<file path="src/rtl/btn_cond_pkg.sv">
// Shared definitions for the push-button conditioner: channel indices and
// the ADJUST auto-repeat state encoding.
package btn_cond_pkg;

  localparam int unsigned CH_MODE   = 0;
  localparam int unsigned CH_SELECT = 1;
  localparam int unsigned CH_ADJUST = 2;
  localparam int unsigned NUM_CH    = 3;

  typedef enum logic [1:0] {
    ST_IDLE   = 2'd0,
    ST_DELAY  = 2'd1,
    ST_REPEAT = 2'd2
  } rep_state_e;

endpackage

</file>
<file path="src/rtl/btn_cond_debounce.sv">
// One button channel: two-flop synchroniser, debounce counter and the
// debounced level, plus a combinational released->pressed edge flag.
module btn_debounce #(
  parameter int unsigned DEB_CNT = 500000
) (
  input  logic clk,
  input  logic rst_n,
  input  logic btn_n,
  output logic pressed,
  output logic rise
);

  localparam int unsigned      CW       = $clog2(DEB_CNT);
  localparam logic [CW-1:0]    CNT_LAST = CW'(DEB_CNT - 1);

  logic          sync1_q, sync1_d;
  logic          sync2_q, sync2_d;
  logic          stable_q, stable_d;
  logic          prev_q, prev_d;
  logic [CW-1:0] cnt_q, cnt_d;

  always_comb begin
    sync1_d  = btn_n;
    sync2_d  = sync1_q;
    stable_d = stable_q;
    cnt_d    = cnt_q;
    prev_d   = stable_q;
    // stable_q holds the pressed sense, sync2_q the raw active-low sense
    if (~sync2_q == stable_q) begin
      cnt_d = '0;
    end else if (cnt_q == CNT_LAST) begin
      stable_d = ~sync2_q;
      cnt_d    = '0;
    end else begin
      cnt_d = cnt_q + 1'b1;
    end
  end

  always_ff @(posedge clk) begin
    if (!rst_n) begin
      sync1_q  <= 1'b1;
      sync2_q  <= 1'b1;
      stable_q <= 1'b0;
      prev_q   <= 1'b0;
      cnt_q    <= '0;
    end else begin
      sync1_q  <= sync1_d;
      sync2_q  <= sync2_d;
      stable_q <= stable_d;
      prev_q   <= prev_d;
      cnt_q    <= cnt_d;
    end
  end

  assign pressed = stable_q;
  assign rise    = stable_q & ~prev_q;

endmodule

</file>
<file path="src/rtl/btn_cond.sv">
// Button conditioner: debounces MODE/SELECT/ADJUST and emits registered
// single-cycle pulses; ADJUST auto-repeats while held.
module btn_cond
  import btn_cond_pkg::*;
#(
  parameter int unsigned DEB_CNT    = 500000,
  parameter int unsigned REP_DELAY  = 25000000,
  parameter int unsigned REP_PERIOD = 5000000
) (
  input  logic       CLK,
  input  logic       RST,
  input  logic [2:0] BTN_N,
  output logic       MODE,
  output logic       SELECT,
  output logic       ADJUST,
  output logic [2:0] PRESSED
);

  localparam int unsigned   DW = $clog2(REP_DELAY);
  localparam int unsigned   PW = $clog2(REP_PERIOD);
  localparam int unsigned   RW = (DW > PW) ? DW : PW;
  localparam logic [RW-1:0] DELAY_LAST  = RW'(REP_DELAY - 1);
  localparam logic [RW-1:0] PERIOD_LAST = RW'(REP_PERIOD - 1);

  logic [NUM_CH-1:0] pressed;
  logic [NUM_CH-1:0] rise;

  for (genvar g = 0; g < NUM_CH; g++) begin : g_ch
    btn_debounce #(.DEB_CNT(DEB_CNT)) u_deb (
      .clk     (CLK),
      .rst_n   (RST),
      .btn_n   (BTN_N[g]),
      .pressed (pressed[g]),
      .rise    (rise[g])
    );
  end

  rep_state_e    state_q, state_d;
  logic [RW-1:0] rcnt_q, rcnt_d;
  logic          mode_q, mode_d;
  logic          select_q, select_d;
  logic          adjust_q, adjust_d;

  always_comb begin
    state_d  = state_q;
    rcnt_d   = rcnt_q;
    adjust_d = 1'b0;
    mode_d   = rise[CH_MODE];
    select_d = rise[CH_SELECT];
    // a debounced release wins over any repeat pulse due in the same cycle
    if (!pressed[CH_ADJUST]) begin
      state_d = ST_IDLE;
      rcnt_d  = '0;
    end else begin
      case (state_q)
        ST_IDLE: begin
          if (rise[CH_ADJUST]) begin
            adjust_d = 1'b1;
            state_d  = ST_DELAY;
            rcnt_d   = '0;
          end
        end
        ST_DELAY: begin
          if (rcnt_q == DELAY_LAST) begin
            adjust_d = 1'b1;
            state_d  = ST_REPEAT;
            rcnt_d   = '0;
          end else begin
            rcnt_d = rcnt_q + 1'b1;
          end
        end
        ST_REPEAT: begin
          if (rcnt_q == PERIOD_LAST) begin
            adjust_d = 1'b1;
            rcnt_d   = '0;
          end else begin
            rcnt_d = rcnt_q + 1'b1;
          end
        end
        default: begin
          state_d = ST_IDLE;
          rcnt_d  = '0;
        end
      endcase
    end
  end

  always_ff @(posedge CLK) begin
    if (!RST) begin
      state_q  <= ST_IDLE;
      rcnt_q   <= '0;
      mode_q   <= 1'b0;
      select_q <= 1'b0;
      adjust_q <= 1'b0;
    end else begin
      state_q  <= state_d;
      rcnt_q   <= rcnt_d;
      mode_q   <= mode_d;
      select_q <= select_d;
      adjust_q <= adjust_d;
    end
  end

  assign MODE    = mode_q;
  assign SELECT  = select_q;
  assign ADJUST  = adjust_q;
  assign PRESSED = pressed;

endmodule

</file>
<file path="config.mk">
export PLATFORM = sky130hd
export DESIGN_NAME = btn_cond
export DESIGN_NICKNAME = d
export VERILOG_FILES = /design/src/rtl/btn_cond_pkg.sv /design/src/rtl/btn_cond_debounce.sv /design/src/rtl/btn_cond.sv
export SDC_FILE = /design/constraint.sdc
export NUM_CORES = 1
export LEC_CHECK = 0
export CAP_MARGIN = 0
export CELL_PAD_IN_SITES_DETAIL_PLACEMENT = 1
export CELL_PAD_IN_SITES_GLOBAL_PLACEMENT = 1
export CORE_MARGIN = 3
export CORE_UTILIZATION = 47
export DETAILED_ROUTE_END_ITERATION = 10
export GPL_TIMING_DRIVEN = 0
export PLACE_DENSITY = 0.84
export SLEW_MARGIN = 20
export SYNTH_ARGS = -nofsm -noshare
export SYNTH_HDL_FRONTEND = slang
export SYNTH_SLANG_ARGS = --single-unit
</file>
<file path="constraint.sdc">
create_clock -name CLK -period 3.4 [get_ports CLK]
set_clock_uncertainty 0.2 [all_clocks]
set_input_delay 0.68 -clock CLK [delete_from_list [all_inputs] [get_ports CLK]]
set_output_delay 0.68 -clock CLK [all_outputs]
set_load 0.005 [all_outputs]
</file>
# Word-level counts from Yosys, hierarchy flattened

Index checks and enable logic that the tools add are counted.

Bits in read-only memories: 0
Latch bits: 0
Register bits: 99
Memories: 0
Output and inout port bits: 6
Logic and storage cells: 70
Input bits: 5
Memory bits (writable): 0

Equal/unequal tests: 12
$mul: 0
Shift-type cells: 0
Bitwise logic cells: 14
Divide/modulo/power cells: 0
Multiplexer cells: 11
Reduce and logical (&&, ||, !) cells: 9
$lt $le $gt $ge: 0
Add/subtract/negate cells: 4

Operators with widths:

| kind                                                  | count |
|---|---|
| 2-to-1 mux 25 bit                                     | 3 |
| case mux 25 bit (3 select lines)                      | 1 |
| adder 19 x 1 -> 19 bit, second input constant         | 3 |
| equality test 19 bit, second input constant           | 3 |
| adder 25 x 1 -> 25 bit, second input constant         | 1 |
| equality test 25 x 23 -> 1 bit, second input constant | 1 |
| equality test 25 bit, second input constant           | 1 |
| NOT 1 bit                                             | 11 |
| OR reduction 3 bit                                    | 3 |
| AND reduction 2 bit                                   | 4 |
| case mux 2 bit (3 select lines)                       | 1 |
| 2-to-1 mux 2 bit                                      | 2 |
| bitwise AND 1 bit                                     | 3 |
| equality test 1 bit                                   | 3 |
| 2-to-1 mux 1 bit                                      | 3 |
| case mux 1 bit (3 select lines)                       | 1 |
| AND reduction 3 bit                                   | 1 |
| equality test 2 x 1 -> 1 bit, second input constant   | 1 |
| equality test 2 bit, second input constant            | 1 |
| logical NOT 2 bit                                     | 1 |
| inequality test 2 x 1 -> 1 bit, second input constant | 1 |
| inequality test 2 bit, second input constant          | 1 |

# Longest topological paths before layout

Depth in word-level cells: 4
Gate-level depth with buffers: 8
Depth with buffers taken out: 7

# By module

A second synthesis with hierarchy kept.

Cell total of the unflattened synthesis: 552
Area total of the unflattened synthesis: 4822.1 µm²

By module, submodules not included:

| module       | area an instance (µm²) | cells each | instances |
|---|---|---|---|
| btn_debounce | 1036.0                 | 113        | 3 |
| btn_cond     | 1714.1                 | 213        | 1 |

# Worst setup path before layout

OpenSTA, ideal clock, no wires.

Path kind: reg2reg
Start point: register rcnt_q[10]
End point: register rcnt_q[10]
Arrival time: 2.051 ns
Cell stages (with the launch flop): 9
Buffers on the path: 2
Slack: 1.035 ns
Required time: 3.085 ns
Period minus slack after synthesis: 2.365 ns
Cell sequence: dfxtp_1 -> buf_6 -> or4b_1 -> or4_4 -> o21ai_2 -> a21boi_2 -> o21ai_4 -> buf_6 -> nor2_1

Word-level cells in the longest chain between the ends: 3
Elaborated cells on any way between the ends: 6
Those cells by class: 1 x add/sub; 2 x eq/ne; 3 x mux

RTL lines:

| element                                              | line                           | RTL |
|---|---|---|
| from (decl)                                          | btn_cond.sv:39                 | `logic [RW-1:0] rcnt_q, rcnt_d;` |
| from (signal assigned)                               | btn_cond.sv:97                 | `rcnt_q <= rcnt_d;` |
| adder 25 x 1 -> 25 bit, or another cell as far along | btn_cond.sv:69, btn_cond.sv:77 |  |
| 2-to-1 mux 25 bit (on tied branches)                 | btn_cond.sv:73, btn_cond.sv:64 |  |
| case mux 25 bit (3 select lines) *                   | btn_cond.sv:55                 | `case (state_q)` |

Every way passes the cells marked *; elsewhere a longest branch is shown, timed or not.
A chain may end at the register's enable or synchronous reset.

# Final worst setup path

Start point: register rcnt_q[10]
End point: register rcnt_q[5]

Word-level cells in the longest chain between the ends: 3
Elaborated cells on any way between the ends: 5
Those cells by class: 2 x eq/ne; 3 x mux

RTL lines:

| element                                                                | line |
|---|---|
| equality test 25 x 23 -> 1 bit or equality test 25 bit (tied branches) | btn_cond.sv:73, btn_cond.sv:64 |
| 2-to-1 mux 25 bit (on tied branches)                                   | btn_cond.sv:73, btn_cond.sv:64 |
| case mux 25 bit (3 select lines) *                                     | btn_cond.sv:55 |

Marked as above.

==> flow_metrics.env <==
export IMPL_drt_pass1_iter_count=4
export IMPL_nFillCells=1071
export IMPL_maxSlewHeadroom_pct=40.9
export IMPL_hold_slack_ps=191
export IMPL_path_common_cell="buf_6"
export IMPL_fin_ws_ps=745
export IMPL_num_rows=34
export IMPL_fin_nets=536
export IMPL_synth_most_common_cell="dfxtp_1"
export IMPL_cts_buffers=9
export IMPL_grt_use_total_pct=19.1
export IMPL_cts_sinks=99
export IMPL_register_area_mm2=0.00198
export IMPL_via_per_inst=5.40
export IMPL_net_switching_power_w=0.000416
export IMPL_clk_pin_slew_ps=100
export IMPL_min_period_ps=2660
export IMPL_min_period_over_period_pct=78.1
export IMPL_cts_setup_buffers=0
export IMPL_ctsLongestPathBuffers=2
export IMPL_die_w_um=102
export IMPL_routabilityCongestion=0.836
export IMPL_outcome="complete, no violations"
export IMPL_route_detailed_drc=0
export IMPL_crit_chain="buf_6 > or4b_1 > or4_4 > o21ai_2 > a21boi_2 > o21ai_4 > buf_6 > nor2_1"
export IMPL_critPathArrivalTime_ps=2710
export IMPL_synth_area_per_cell_um2=8.68
export IMPL_ys_seq_elements=99
export IMPL_worstMarginPinSlew_ps=884
export IMPL_wirelength_mm=9.19
export IMPL_highest_layer="met4"
export IMPL_drv_cap=0
export IMPL_antenna_found_initial=0
export IMPL_synth_top_area_share_pct=45.5
export IMPL_ioPinCount=11
export IMPL_switching_share_pct=22.4
export IMPL_crit_path_max_fanout=10
export IMPL_ir_worst_vdd_mv=0.185
export IMPL_met1_length_mm=4.21
export IMPL_die_area_mm2=0.0105
export IMPL_met3_length_um=191
export IMPL_dp_final_hpwl_mm=6.86
export IMPL_grt_max_degree=17
export IMPL_path_buf_inv=2
export IMPL_crit_path_start_kind="flop"
export IMPL_fin_area_mm2=0.00476
export IMPL_crit_path_max_incr_delay_ps=520
export IMPL_multiInputGateArea_mm2=0.00224
export IMPL_ant_nets=0
export IMPL_cp_top_family="simple AND/OR/NAND/NOR gates"
export IMPL_worstPathRequired_ps=3450
export IMPL_core_area_mm2=0.00885
export IMPL_holdBufCountCts=0
export IMPL_die_h_um=102
export IMPL_seqPwrFrac_pct=62.8
export IMPL_end_kind="flop"
export IMPL_cts_root_buffer="clkbuf_8"
export IMPL_drv_slew=0
export IMPL_place_worst_setup_slack_ps=474
export IMPL_avgRoutedWirePerCell_um=14.5
export IMPL_synthTopCellsByCount="99 x dfxtp_1, 93 x nor2_1, 48 x nand2_1, 36 x xor2_1, 32 x xnor2_1"
export IMPL_p_leak_nw=1.52
export IMPL_synth_cell_types=42
export IMPL_worstSetupPathType="reg -> reg"
export IMPL_ys_flop_type="dfxtp_1"
export IMPL_yosys_top_cells_area="dfxtp_1 45%, nor2_1 8.0%, xor2_1 7.2%"
export IMPL_met2WireLength_mm=4.66
export IMPL_placed_area_mm2=0.00459
export IMPL_finalSetupTns_ps=0
export IMPL_grt_overflow_total=0
export IMPL_cts_tree="yes"
export IMPL_synth_top_cell_by_area="dfxtp_1"
export IMPL_internal_power_w=0.00144
export IMPL_p_clk_share_pct=36.1
export IMPL_grt_pass1_vias=3636
export IMPL_comb_power_share_pct=1.1
export IMPL_power_density_mw_per_mm2=390
export IMPL_synthToLayoutAreaGrowth_pct=9.28
export IMPL_grt_pass1_wl_mm=16.2
export IMPL_drive_gt1_share_pct=5.68
export IMPL_fin_util_pct=53.8
export IMPL_cts_resized=0
export IMPL_crit_slowest_cell="or4b_1"
export IMPL_cts_max_level=3
export IMPL_port_buffers=10
export IMPL_syn_inst=502
export IMPL_initial_core_util_pct=49.2
export IMPL_diodes=0
export IMPL_drtIter0Drc=74
export IMPL_hold_viol_final=0
export IMPL_vias=3432
export IMPL_rsz0062_at_grt="false"
export IMPL_ys_seq_area_share_pct=45.5
export IMPL_hold_class="reg -> reg"
export IMPL_synth_async_reset_ratio_pct=0
export IMPL_synth_edf_count=0
export IMPL_mappedNetlistArea_mm2=0.00436
export IMPL_ys_warn_count=0
export IMPL_syn_nets=515
export IMPL_clk_insertion_delay_late_ps=360
export IMPL_fmax_mhz=377
export IMPL_setup_viol=0
==> layer usage <==
layer	track usage (%)	up-vias
met5	0	-
met4	6.66	0
met3	3.62	17
met2	35.0	30
met1	22.0	1656
li1	-	1729
==> state kept, by name, indices dropped and copies added, names as in the netlist <==
signal / cells
state_q: 2
g_ch.u_deb.sync2_q: 3
g_ch.u_deb.prev_q: 3
ADJUST: 1
g_ch.u_deb.cnt_q: 57
SELECT: 1
g_ch.u_deb.pressed: 3
MODE: 1
rcnt_q: 25
g_ch.u_deb.sync1_q: 3
==> cells by family (layout without fill, tap and decap cells) <==
group	after synthesis	in the layout	synth area share, %
buf+inv	30	56	3.22
mux	3	3	0.689
compound gates	28	28	4.60
fa+ha+maj	8	8	2.30
simple gates	266	266	30.0
flops	99	99	45.5
xor+xnor	68	68	13.7
==> cells in the final DEF (no fill, tap or decap), types with 12 or more instances in the layout <==
cell / count
nor3_1: 12
xor2_1: 36
nand4_1: 17
and3_1: 15
nor2_1: 93
nand2b_1: 12
dfxtp_1: 99
nand2_1: 48
nand3_1: 27
inv_1: 17
xnor2_1: 32
==> worst register-to-register path: stages, from the launching register on <==
cell	delay, ps
dfxtp_1	320
buf_6	130
or4b_1	520
or4_4	460
o21ai_2	220
a21boi_2	130
o21ai_4	330
buf_6	200
nor2_1	50
==> path summary, 6_finish.rpt <==
check / from / end / slack [ps] / cells past startpoint
setup / recovery: rcnt_q[10] / rcnt_q[5] / 740 / 8
hold / removal: g_ch[1].u_deb.prev_q / SELECT / 190 / 1
setup reg to reg: rcnt_q[10] / rcnt_q[5] / 740 / 8
hold reg to reg: g_ch[1].u_deb.prev_q / SELECT / 190 / 1
==> per-stage QoR <==
step	std cells	total power (W)
global placement	620	0.00121
floorplan	502	0.00120
global route	636	0.00194
finish	636	0.00185
detailed placement	620	0.00121
CTS	636	0.00189
==> power groups by stage <==
stage	clock (W)	combinational (W)	sequential [W]
2_1_floorplan	0	0.0000104	0.00119
3_3_place_gp	0	0.0000194	0.00119
3_5_place_dp	0	0.0000202	0.00119
4_1_cts	0.000706	0.0000203	0.00117
5_1_grt	0.000752	0.0000219	0.00117
6_report	0.000670	0.0000197	0.00116
==> area by class of cell <==
| type | count | area share, % |
|---|---|---|
| repair buffers | 10 | 2.10 |
| multi-input cells | 373 | 47.0 |
| plain buffers | 12 | 1.52 |
| well taps | 108 | 2.84 |
| clock inverters | 6 | 0.841 |
| clock buffers | 10 | 2.68 |
| flip-flops and latches | 99 | 41.6 |
| inverters | 18 | 1.42 |
Power figures use the tool's default switching activity.
